--- src/rtl/interrupt_injector.sv ---
`default_nettype none
// ------------------------------------------------------------------------
// interrupt_injector: NMI/IRQ pin sync, priority grant, forced-BRK sequencer
// Rev 1.0
// ------------------------------------------------------------------------
module interrupt_injector #(
  parameter int         SYNC_STAGES   = 2,
  parameter int         INJECT_CYCLES = 7,
  parameter logic [7:0] NMI_VECTOR_LO = 8'hFA,
  parameter logic [7:0] IRQ_VECTOR_LO = 8'hFE
) (
  input  logic       clk,
  input  logic       nrst,
  input  logic       enableFFs,
  input  logic       nNMI,
  input  logic       nIRQ,
  input  logic       processStatusRegIFlag,
  input  logic       nmiRunning,
  input  logic       instructionBoundary,
  output logic       synchronizedNMI,
  output logic       nmiGenerated,
  output logic       interruptAcknowleged,
  output logic       injectInterrupt,
  output logic       serviceIsNMI,
  output logic [2:0] sequenceStep,
  output logic [7:0] vectorAddrLow
);

  localparam logic [2:0] c_LAST_STEP = 3'(INJECT_CYCLES - 1);

  typedef enum logic [0:0] {
    IDLE = 1'b0,
    SEQ  = 1'b1
  } state_t;

  logic [SYNC_STAGES-1:0] r_nmiSync;
  logic [SYNC_STAGES-1:0] r_irqSync;
  logic [SYNC_STAGES-1:0] r_nmiValid;
  logic                   r_nmiPrev;
  logic                   r_nmiArmed;
  logic                   r_nmiGenerated;
  logic                   r_serviceIsNMI;
  logic [2:0]             r_step;
  state_t                 r_state;

  logic w_nmiSyncN;
  logic w_irqSyncN;
  logic w_nmiEdge;
  logic w_nmiReq;
  logic w_irqReq;
  logic w_ack;

  assign w_nmiSyncN = r_nmiSync[SYNC_STAGES-1];
  assign w_irqSyncN = r_irqSync[SYNC_STAGES-1];

  // Only a fall from a genuinely sampled high counts; the reset value of the
  // chain is not evidence that the pin was ever high.
  assign w_nmiEdge = r_nmiArmed & r_nmiPrev & ~w_nmiSyncN;

  assign w_nmiReq = r_nmiGenerated & ~nmiRunning;
  assign w_irqReq = ~w_irqSyncN & ~processStatusRegIFlag;
  assign w_ack    = (r_state == IDLE) & enableFFs & instructionBoundary & (w_nmiReq | w_irqReq);

  always_ff @(posedge clk or negedge nrst) begin
    if (!nrst) begin
      r_nmiSync  <= '1;
      r_irqSync  <= '1;
      r_nmiValid <= '0;
      r_nmiPrev  <= 1'b1;
      r_nmiArmed <= 1'b0;
    end else begin
      r_nmiSync  <= {r_nmiSync[SYNC_STAGES-2:0], nNMI};
      r_irqSync  <= {r_irqSync[SYNC_STAGES-2:0], nIRQ};
      r_nmiValid <= {r_nmiValid[SYNC_STAGES-2:0], 1'b1};
      r_nmiPrev  <= w_nmiSyncN;
      r_nmiArmed <= r_nmiArmed | (r_nmiValid[SYNC_STAGES-1] & w_nmiSyncN);
    end
  end

  // A new edge arriving on the same clock as the grant keeps the request alive.
  always_ff @(posedge clk or negedge nrst) begin
    if (!nrst) begin
      r_nmiGenerated <= 1'b0;
    end else begin
      r_nmiGenerated <= w_nmiEdge | (r_nmiGenerated & ~(w_ack & w_nmiReq));
    end
  end

  always_ff @(posedge clk or negedge nrst) begin
    if (!nrst) begin
      r_state        <= IDLE;
      r_step         <= 3'd0;
      r_serviceIsNMI <= 1'b0;
    end else if (enableFFs) begin
      case (r_state)
        IDLE: begin
          if (w_ack) begin
            r_state        <= SEQ;
            r_step         <= 3'd0;
            r_serviceIsNMI <= w_nmiReq;
          end
        end
        SEQ: begin
          if (r_step == c_LAST_STEP) begin
            r_state <= IDLE;
            r_step  <= 3'd0;
          end else begin
            r_step <= r_step + 3'd1;
          end
        end
        default: begin
          r_state <= IDLE;
          r_step  <= 3'd0;
        end
      endcase
    end
  end

  assign synchronizedNMI      = ~w_nmiSyncN;
  assign nmiGenerated         = r_nmiGenerated;
  assign interruptAcknowleged = w_ack;
  assign injectInterrupt      = (r_state == SEQ);
  assign serviceIsNMI         = r_serviceIsNMI;
  assign sequenceStep         = r_step;
  assign vectorAddrLow        = r_serviceIsNMI ? NMI_VECTOR_LO : IRQ_VECTOR_LO;

endmodule
`default_nettype wire

--- config.mk ---
export PLATFORM = sky130hd
export DESIGN_NAME = interrupt_injector
export DESIGN_NICKNAME = d
export VERILOG_FILES = /design/src/rtl/interrupt_injector.sv
export SDC_FILE = /design/constraint.sdc
export NUM_CORES = 1
export LEC_CHECK = 0
export BUFFER_PORTS_ARGS = -buffer_cell sky130_fd_sc_hd__buf_2
export CAP_MARGIN = 20
export CORE_AREA = 2 2 39 41
export DETAILED_ROUTE_END_ITERATION = 10
export DIE_AREA = 0 0 41 43
export PLACE_DENSITY = 0.72
export SLEW_MARGIN = 15
export SYNTH_ARGS = -nofsm -noshare
export SYNTH_HDL_FRONTEND = slang
export SYNTH_SLANG_ARGS = --single-unit
--- constraint.sdc ---
create_clock -name clk -period 2.6 [get_ports clk]
set_input_delay 0.13 -clock clk [delete_from_list [all_inputs] [get_ports clk]]
set_output_delay 0.13 -clock clk [all_outputs]
set_load 0.03 [all_outputs]
# Word level (Yosys, flattened, before mapping)
# Cells that the tools add are included.
word_totals:
  ff_bits: 14
  inputBits: 8
  word_cells: 40
op_classes:
  bitwise: 19
  mux: 7
  n_eq_ne: 2
  add_sub_neg: 1
  reduce_logical: 2
ops:
  columns: ["op", "n"]
  rows:
  - ["$and 1x1->1", 10]
  - ["$mux 3", 3]
  - ["$not 1->1", 6]
  - ["$pmux 3 s2", 1]
  - ["$add 3x1->3 const B", 1]
  - ["$eq 3x3->1 const B", 1]
  - ["$or 1x1->1", 3]
  - ["$reduce_and 3->1", 1]
  - ["$mux 1", 2]
  - ["$ne 2x2->1 const B", 1]
  - ["$pmux 1 s2", 1]
  - ["$reduce_and 2->1", 1]

# Longest topological paths before layout
# Gate-level depths: netlist of run 1.
depth:
  depth_word: 8
  ltp_mapped: 3
  ltp_nobuf: 3

# Least setup slack after synthesis of run 1
# Ideal clock, no wire load.
synth_timing:
  path_kind: "register to register"
  from: "register r_nmiGenerated (netlist: nmiGenerated)"
  to: "register r_serviceIsNMI (netlist: serviceIsNMI)"
  path_stages_with_launch: 4
  synth_period_minus_slack_ns: 1.246
  path_buffers: 0
  setup_ns: 0.121
  t_arrival_ns: 1.125
  path_slack_ns: 1.354
  path_cell_list: "dfrtp_1 nor2b_4 o2111ai_1 a22o_2"
synth_via:
  elab_chain_cells: 4
synth_rtl:
  columns: ["item", "line_no", "text"]
  rows:
  - ["start: declaration", "41", "logic r_nmiGenerated;"]
  - ["start signal: assignment", "85", "r_nmiGenerated <= w_nmiEdge | (r_nmiGenerated & ~(w_ack & w_nmiReq));"]
  - ["$and 1x1->1 (*)", "60", "assign w_nmiReq = r_nmiGenerated & ~nmiRunning;"]
  - ["$or 1x1->1", "62", "assign w_ack = (r_state == IDLE) & enableFFs & instructionBoundary & (w_nmiReq | w_irqReq);"]
  - ["$and 1x1->1", "62", null]
  - ["$reduce_and 3->1 (no line)", null, null]
  - ["end signal: assignment", "100", "r_serviceIsNMI <= w_nmiReq;"]
  - ["end: declaration", "42", "logic r_serviceIsNMI;"]
# Mark *: on every way between the ends. The rest lies on a longest branch, timed or not.
# A chain may end at the register's enable or synchronous reset.

# Final worst setup path of run 1
layout_timing:
  from: "register r_irqSync[1]"
  to: "output port interruptAcknowleged"
layout_via:
  elab_chain_cells: 4
layout_rtl:
  columns: ["item", "line_no", "text"]
  rows:
  - ["start: declaration", "37", "logic [SYNC_STAGES-1:0] r_irqSync;"]
  - ["start signal: assignment", "73", "r_irqSync <= {r_irqSync[SYNC_STAGES-2:0], nIRQ};"]
  - ["$not 1->1", "61", "assign w_irqReq = ~w_irqSyncN & ~processStatusRegIFlag;"]
  - ["$and 1x1->1", "61", null]
  - ["$or 1x1->1", "62", null]
  - ["$and 1x1->1", "62", null]
  - ["end: declaration", "22", "output logic interruptAcknowleged,"]
# No other way between the ends.

==> results of run 1 <==
==> worst max-delay path: stages, from the launching register on <==
cell and delay (ns):
dfstp_2 0.52, nor2_1 0.04, o2111ai_1 0.27, inv_1 0.06, buf_2 0.18
==> power breakdown <==
group	internal [uW]	leakage (uW)	switching (uW)
registers	266	0.000154	52.7
logic	100	0.000198	176
clock network	85.1	0.0000210	64.2
total	452	0.000373	293
==> stage by stage <==
stage                     hold WS (ns)  power [uW]  util, %
after global routing             0.242         800     52.4
after global placement          0.0286         592     47.6
final                            0.217         745     52.4
after CTS                        0.208         758     52.4
after floorplan                 -0.166         524        -
after detailed placement        0.0311         600     47.6
==> final cells by class <==
type                       instances  area [sq um]  area share [%]
inverter                           5          18.8            2.59
tap                               16          20.0            2.76
timing repair buffer              19           110            15.2
multi-input combinational         30           183            25.2
clock buffer                       4          36.3            5.01
sequential                        14           357            49.2
==> cells by family after synthesis <==
group / after synthesis
buf+inv: 12
flops: 14
compound gates: 12
other cells: 2
simple gates: 10
==> state kept, by name (all words and copies together) (netlist names) <==
signal	cells
injectInterrupt	1
nmiGenerated	1
r_irqSync	2
r_nmiArmed	1
r_nmiPrev	1
r_nmiSync	2
r_nmiValid	2
sequenceStep	3
serviceIsNMI	1
==> placed cells by master, fill, tap and decap left out <==
cell type	Yosys	final
a211oi_1	1	1
a21o_1	1	1
a22o_2	1	1
a31o_2	1	1
a32o_1	2	2
and4b_1	1	1
buf_2	0	16
clkbuf_4	0	3
clkbuf_8	0	1
conb_1	2	8
dfrtp_1	9	9
dfstp_2	5	5
dlygate4sd3_1	0	3
inv_1	5	5
nand2_1	4	4
nand2b_1	2	2
nor2_1	1	1
nor2b_4	1	1
nor3_1	1	1
o2111ai_1	1	1
o21ai_0	2	2
o21bai_1	1	1
o22ai_1	2	2
==> worst paths after layout <==
path                       cells past startpoint              endpoint
setup / recovery                               4  interruptAcknowleged
hold / removal                                 3       injectInterrupt
setup reg to reg                               3          serviceIsNMI
hold reg to reg                                0          r_irqSync[1]
max in group asynchronous                      2          r_nmiSync[1]
min in group asynchronous                      2       injectInterrupt
==> per-layer routing <==
metal	routed length (um)	vias up	part of all wire, %
met5	0	-	0
met4	0	0	0
met3	81	0	9.1
met2	445	20	50
met1	361	187	41
li1	-	198	-
==> key figures, run 1 <==
Yosys
  – Most common cell in the netlist: dfrtp_1
  – Predominant post-synthesis flop cell: dfrtp_1
  – Synth Warn #: 0
  – Synth Cell Area: about 600 sq um
  – Synth top cells by count: dfrtp_1 (9), buf_4 (7), dfstp_2 (5), inv_1 (5), nand2_1 (4)
  – Main combinational cell family by area after synthesis: compound AO/OA/AOI/OAI gates
  – Simple-Gate Fraction of Synth Area: between 10% and 20%
  – Synth cell types: 20
  – Syn Area/Cell: 11.8 sq um
  – EDFF count, synth: 0
  – Yosys reg bits: 14
  – Yosys top cell by area: dfrtp_1
  – Synth top area cells: dfrtp_1 (38%), dfstp_2 (22%), buf_4 (8.9%), a32o_1 (3.4%), inv_1 (3.2%)
  – XOR/XNOR share of the synthesized area: 0%
  – Multiplexer area fraction after synthesis: 0%
  – Post-synthesis compound-gate area fraction: ~16%
  – Async SR Flop Fraction: 100%
  – Post-synthesis sequential area ratio: between 60% and 70%
  – Adder-cell share of the synthesized area: 0%
  – Synth top area share: a little under two fifths
  – Cells after Synth: 50

Layout
  – Ant. Diodes: 0
  – Share of cells above drive strength 1: roughly two fifths
  – Synthesis-to-layout area growth: 23.2%
  – Post-route insts no fill: 88
  – Layout Nets: between 80 and 90
  – Final instance area: roughly 720 sq um
  – Layout filler cell count: roughly 140

Drt
  – First drt pass iteration count: 4
  – # DRC: 0
  – Final WL: between 800 and 900 um
  – Routed vias/inst: 4.60
  – Wirelength per Cell: slightly above 10 um
  – DRT iter0 DRCs: 4
  – Remaining antenna violation count after routing: 0
  – DR vias: roughly 410

Clock network
  – H-tree Lvls: 1
  – Hold-fix buffers, CTS: 3
  – Clk Latency, worst-skew pair: 0.27 ns
  – Postcts setup bufs: 0
  – Resized cells post-CTS: 0
  – CTS buffer count: 3
  – Clock Pin Slew Worst Setup and Hold Paths: approximately 0.08 ns
  – Clk sink count: 14
  – CTS tree: yes
  – CTS Buffer Depth: 2
  – Clock root cell: clkbuf_4

Power and ir drop
  – Power per cell area: between 1000 and 1500 nW/um^2
  – Leak: approximately 0.00037 uW
  – Worst VDD drop: between 0.4 and 0.5 mV

STA
  – Hold Violations, Final: 0
  – Clock skew: roughly 0.0076 ns
  – Fin worst setup slack: ~1.1 ns
  – Max-slew violation count: 0
  – RSZ-0062 raised after global routing: no
  – Final number of setup-violating endpoints: 0
  – Setup TNS: 0 ns
  – Max frequency: between 0.6 and 0.7 GHz
  – Min Tclk post-route: about 1.5 ns
  – Tcrit/Tclk final: between 50% and 60%

Place
  – Placed inst area: 658 sq um
  – Cells after DPL: 81
  – Place WS: 1.44 ns
  – RD Place Congestion: 0.737
  – DP HPWL: 690 um
  – Input/output buffers: 16

Status
  – Outcome: finished, final reports clean

Global routing
  – First-pass GRT wire length: 1410 um
  – GR Util met3: about 7.9%
  – Met1 Use GR: 15.4%
  – Total track usage: about an eighth
  – Vias in the first global route: 337
  – Initial antenna violation count: 0
  – Largest net degree at the start of global routing: 15
  – GR Overflow Total: 0
  – GRT busiest layer: met2
  – Met2 Use GR: a little under a fifth

Die
  – Die height: 43 um
  – Die Span X: a little over 40 um
  – Initial Util: a little over two fifths
  – DIE AREA: approximately 1800 sq um
  – Cell Rows: 14
  – Core area: 1380 sq um
  – Io pins: 24

Job
  – Max Cap Viol: 0

Min path
  – HP Start: instructionBoundary
  – Worst min-delay path category: primary input to flop

Setup path
  – CP Class: flop to output port
  – R2R setup slack: ~1.5 ns
  – WP data arrival: roughly 1.3 ns
  – Startpoint types: flop
  – Reg-to-reg startpoint: nmiGenerated
  – Data required, critical path: between 2 and 2.5 ns
  – Crit-path max FO: 3
  – Setup crit start: r_irqSync[1]
  – Critical path capture point type: output port
Power figures use the tool's default switching activity.
==> run 2, diff against run 1 <==
- ABC_AREA: default -> 1
- CORE_AREA: 2 2 39 41 -> 2 2 40 42
- DIE_AREA: 0 0 41 43 -> 0 0 42 44
- PLACE_DENSITY: 0.72 -> 0.69
- clock period: 2.6 -> 1.55 ns (I/O delays scaled with it)
==> run 2 against run 1 <==
Clock power up 36%. Register-to-register slack got worse by 1.0 ns. Global-route usage shrank 1.3 points. Largest cell class unchanged.
==> key figures, run 2 <==
Layout
  – Most common library cell in the layout ignoring fill and taps: nand2_1
  – Share of cells above drive strength 1: 31.8% (-7.1 points)
  – Synthesis-to-layout area growth: 21.3%
  – Most frequent cells in the layout: nand2_1 (18), buf_2 (16), dfrtp_1 (9), conb_1 (8), inv_1 (7)
  – Largest register FFs: 3 (unchanged)
  – Ant. Diodes: 0 (unchanged)
  – Final instance area: 721 sq um (-0.52%)
  – Layout Nets: 94 (+16%)
  – Layout filler cell count: 132 (-2.9%)

Power and ir drop
  – Switching power: 495 uW (+69%)
  – Leak: 0.000401 uW (+7.5%)
  – Share of power burned in registers: 43.9% (+1.0 points)
  – Power per cell area: 1640 nW/um^2 (+59%)
  – Clk pwr share: 17.2% (-2.8 points)
  – Internal power: 683 uW (+51%)
  – Comb pwr share: 39.0% (+1.9 points)
  – Net Sw Frac: 42.0% (+2.7 points)
  – Worst VDD drop: 0.698 mV (+42%)

Yosys
  – EDFF count, synth: 0 (unchanged)
  – Yosys top cell by area: dfrtp_1
  – Synth Warn #: 0 (unchanged)
  – Synth Cell Area: 594 sq um (+1.1%)
  – Post-synthesis sequential area ratio: 60.0% (-0.64 points)
  – Yosys reg bits: 14 (unchanged)
  – Synth top area cells: dfrtp_1 (38%), dfstp_2 (22%), nand2_1 (11%), buf_4 (8.8%), inv_1 (4.4%)
  – Synth cell types: 14 (-30%)
  – Syn Area/Cell: 9.43 sq um (-20%)
  – Cells after Synth: 63 (+26%)
  – Async SR Flop Fraction: 100% (unchanged)
  – Synth top cells by count: nand2_1 (18), dfrtp_1 (9), buf_4 (7), inv_1 (7)
  – Synth top area share: 37.9% (-0.40 points)
  – Most common cell in the netlist: nand2_1
  – Predominant post-synthesis flop cell: dfrtp_1

Place
  – Place WS: 0.463 ns (-0.973 ns)
  – RD Place Congestion: 0.812 (+10%)
  – Placed inst area: 664 sq um (+0.95%)
  – DP HPWL: 654 um (-5.1%)
  – Input/output buffers: 16 (unchanged)

Clock network
  – Clock Pin Slew Worst Setup and Hold Paths: 0.08 ns (about the same)
  – Clk Latency, worst-skew pair: 0.27 ns (about the same)
  – CTS tree: yes
  – CTS buffer count: 3 (unchanged)
  – Clock root cell: clkbuf_4
  – H-tree Lvls: 1 (unchanged)
  – Clk sink count: 14 (unchanged)
  – CTS Buffer Depth: 2 (unchanged)

Status
  – Outcome: finished, final reports clean

Setup path
  – Data required, critical path: 1.47 ns (-1.00 ns)
  – WP data arrival: 1.28 ns (-0.06 ns)
  – CP Class: flop to output port
  – Startpoint types: flop
  – Reg-to-reg startpoint: r_irqSync[1]
  – R2R cell count: 7 (+4)
  – Reg2reg end: sequenceStep[1]
  – Crit-path max FO: 7 (+4)
  – R2R setup slack: 0.45 ns (-1.04 ns)
  – Critical path capture point type: output port

Drt
  – DR vias: 428 (+5.7%)
  – # DRC: 0 (unchanged)
  – DRT iter0 DRCs: 7 (+3)
  – Wirelength per Cell: 8.41 um (-17%)
  – Remaining antenna violation count after routing: 0 (unchanged)
  – First drt pass iteration count: 4 (unchanged)
  – Routed vias/inst: 4.24 (-7.9%)
  – Final WL: 849 um (-4.4%)

STA
  – Clock skew: 0.0107 ns (+0.00302 ns)
  – Hold Violations, Final: 0 (unchanged)
  – Max frequency: ~0.74 GHz
  – Setup TNS: 0 ns (unchanged)
  – Min Tclk post-route: between 1 and 1.5 ns
  – Final number of setup-violating endpoints: 0 (unchanged)
  – Fin worst setup slack: 0.194 ns (-0.934 ns)
  – Max-slew violation count: 0 (unchanged)
  – Tcrit/Tclk final: 87.5%
  – RSZ-0062 raised after global routing: no

Min path
  – Hold depth: 4 (+1)
  – Worst min-delay path category: primary input to flop
  – Hold path endpoint: injectInterrupt
  – HP Start: enableFFs

Die
  – Die height: 44 um (+2.3%)
  – Cell Rows: 14 (unchanged)
  – Die Span X: 42 um (+2.4%)
  – Io pins: 24 (unchanged)
  – DIE AREA: 1850 sq um (+4.8%)
  – Initial Util: 41.9% (-0.61 points)
  – Core area: 1420 sq um (+2.5%)

Global routing
  – Initial antenna violation count: 0 (unchanged)
  – First-pass GRT wire length: 1420 um (+0.50%)
  – Total track usage: 11.1% (-1.3 points)
  – GR Overflow Total: 0 (unchanged)
  – Vias in the first global route: 368 (+9.2%)
  – Largest net degree at the start of global routing: 15 (unchanged)

Job
  – Max Cap Viol: 0 (unchanged)
run 2: per-stage QoR:
stage	std cells	hold slack [ns]	total power, uW	util, %
global route	101	0.104	1260	50.8
floorplan	69	-0.218	867	-
detailed placement	94	-0.0203	981	46.8
global placement	94	-0.0235	975	46.8
CTS	101	0.0924	1190	50.8
finish	101	0.0956	1180	50.8
run 2: cells by family (layout without fill, tap and decap cells):
group           count (synthesis)  in the layout  synth area share (%)
flops                          14             14                  60.0
xor+xnor                        1              1                  1.47
simple gates                   29             29                  20.6
other cells                     2              8                  1.26
compound gates                  3              3                  3.37
buf+inv                        14             30                  13.3
run 2: layout make-up:
class	count	area, sq um	area share (%)
sequential	14	357	49.5
multi-input combinational	41	181	25.2
tap	16	20.0	2.78
timing repair buffer	19	110	15.3
clock buffer	4	26.3	3.65
inverter	7	26.3	3.65
run 2: how the worst max path moves through the flow:
stage               startpoint              endpoint
2_1_floorplan  injectInterrupt  interruptAcknowleged
3_3_place_gp      r_irqSync[1]       sequenceStep[2]
3_5_place_dp      r_irqSync[1]       sequenceStep[1]
4_1_cts           r_irqSync[1]  interruptAcknowleged
5_1_grt           r_irqSync[1]  interruptAcknowleged
6_report          r_irqSync[1]  interruptAcknowleged
run 2: repair_timing:
action                                 in CTS  in global routing
hold buffers                                3                  0
endpoints found under the hold margin      16                  0
setup buffers                               0                  0
resized for setup                           0                  0
run 2: worst max-delay path, stage by stage (launching register included):
cell	delay, ns
dfstp_2	0.52
inv_1	0.03
nand2_1	0.05
nand2_1	0.05
nand2_2	0.13
inv_1	0.05
buf_2	0.17
run 2: power groups by stage:
stage	Combinational, uW	Sequential (uW)	Clock (uW)
floorplan	231	636	0
global placement	455	520	0
detailed placement	458	523	0
CTS	465	516	214
global route	503	530	229
finish	459	517	202
run 2: per-layer routing:
metal,routed length (um),up-vias,global-route usage [%]
met2,404,19,17.5
li1,-,220,-
met1,373,189,12.7
met4,0,0,5.81
met3,71,0,5.00
met5,0,-,0
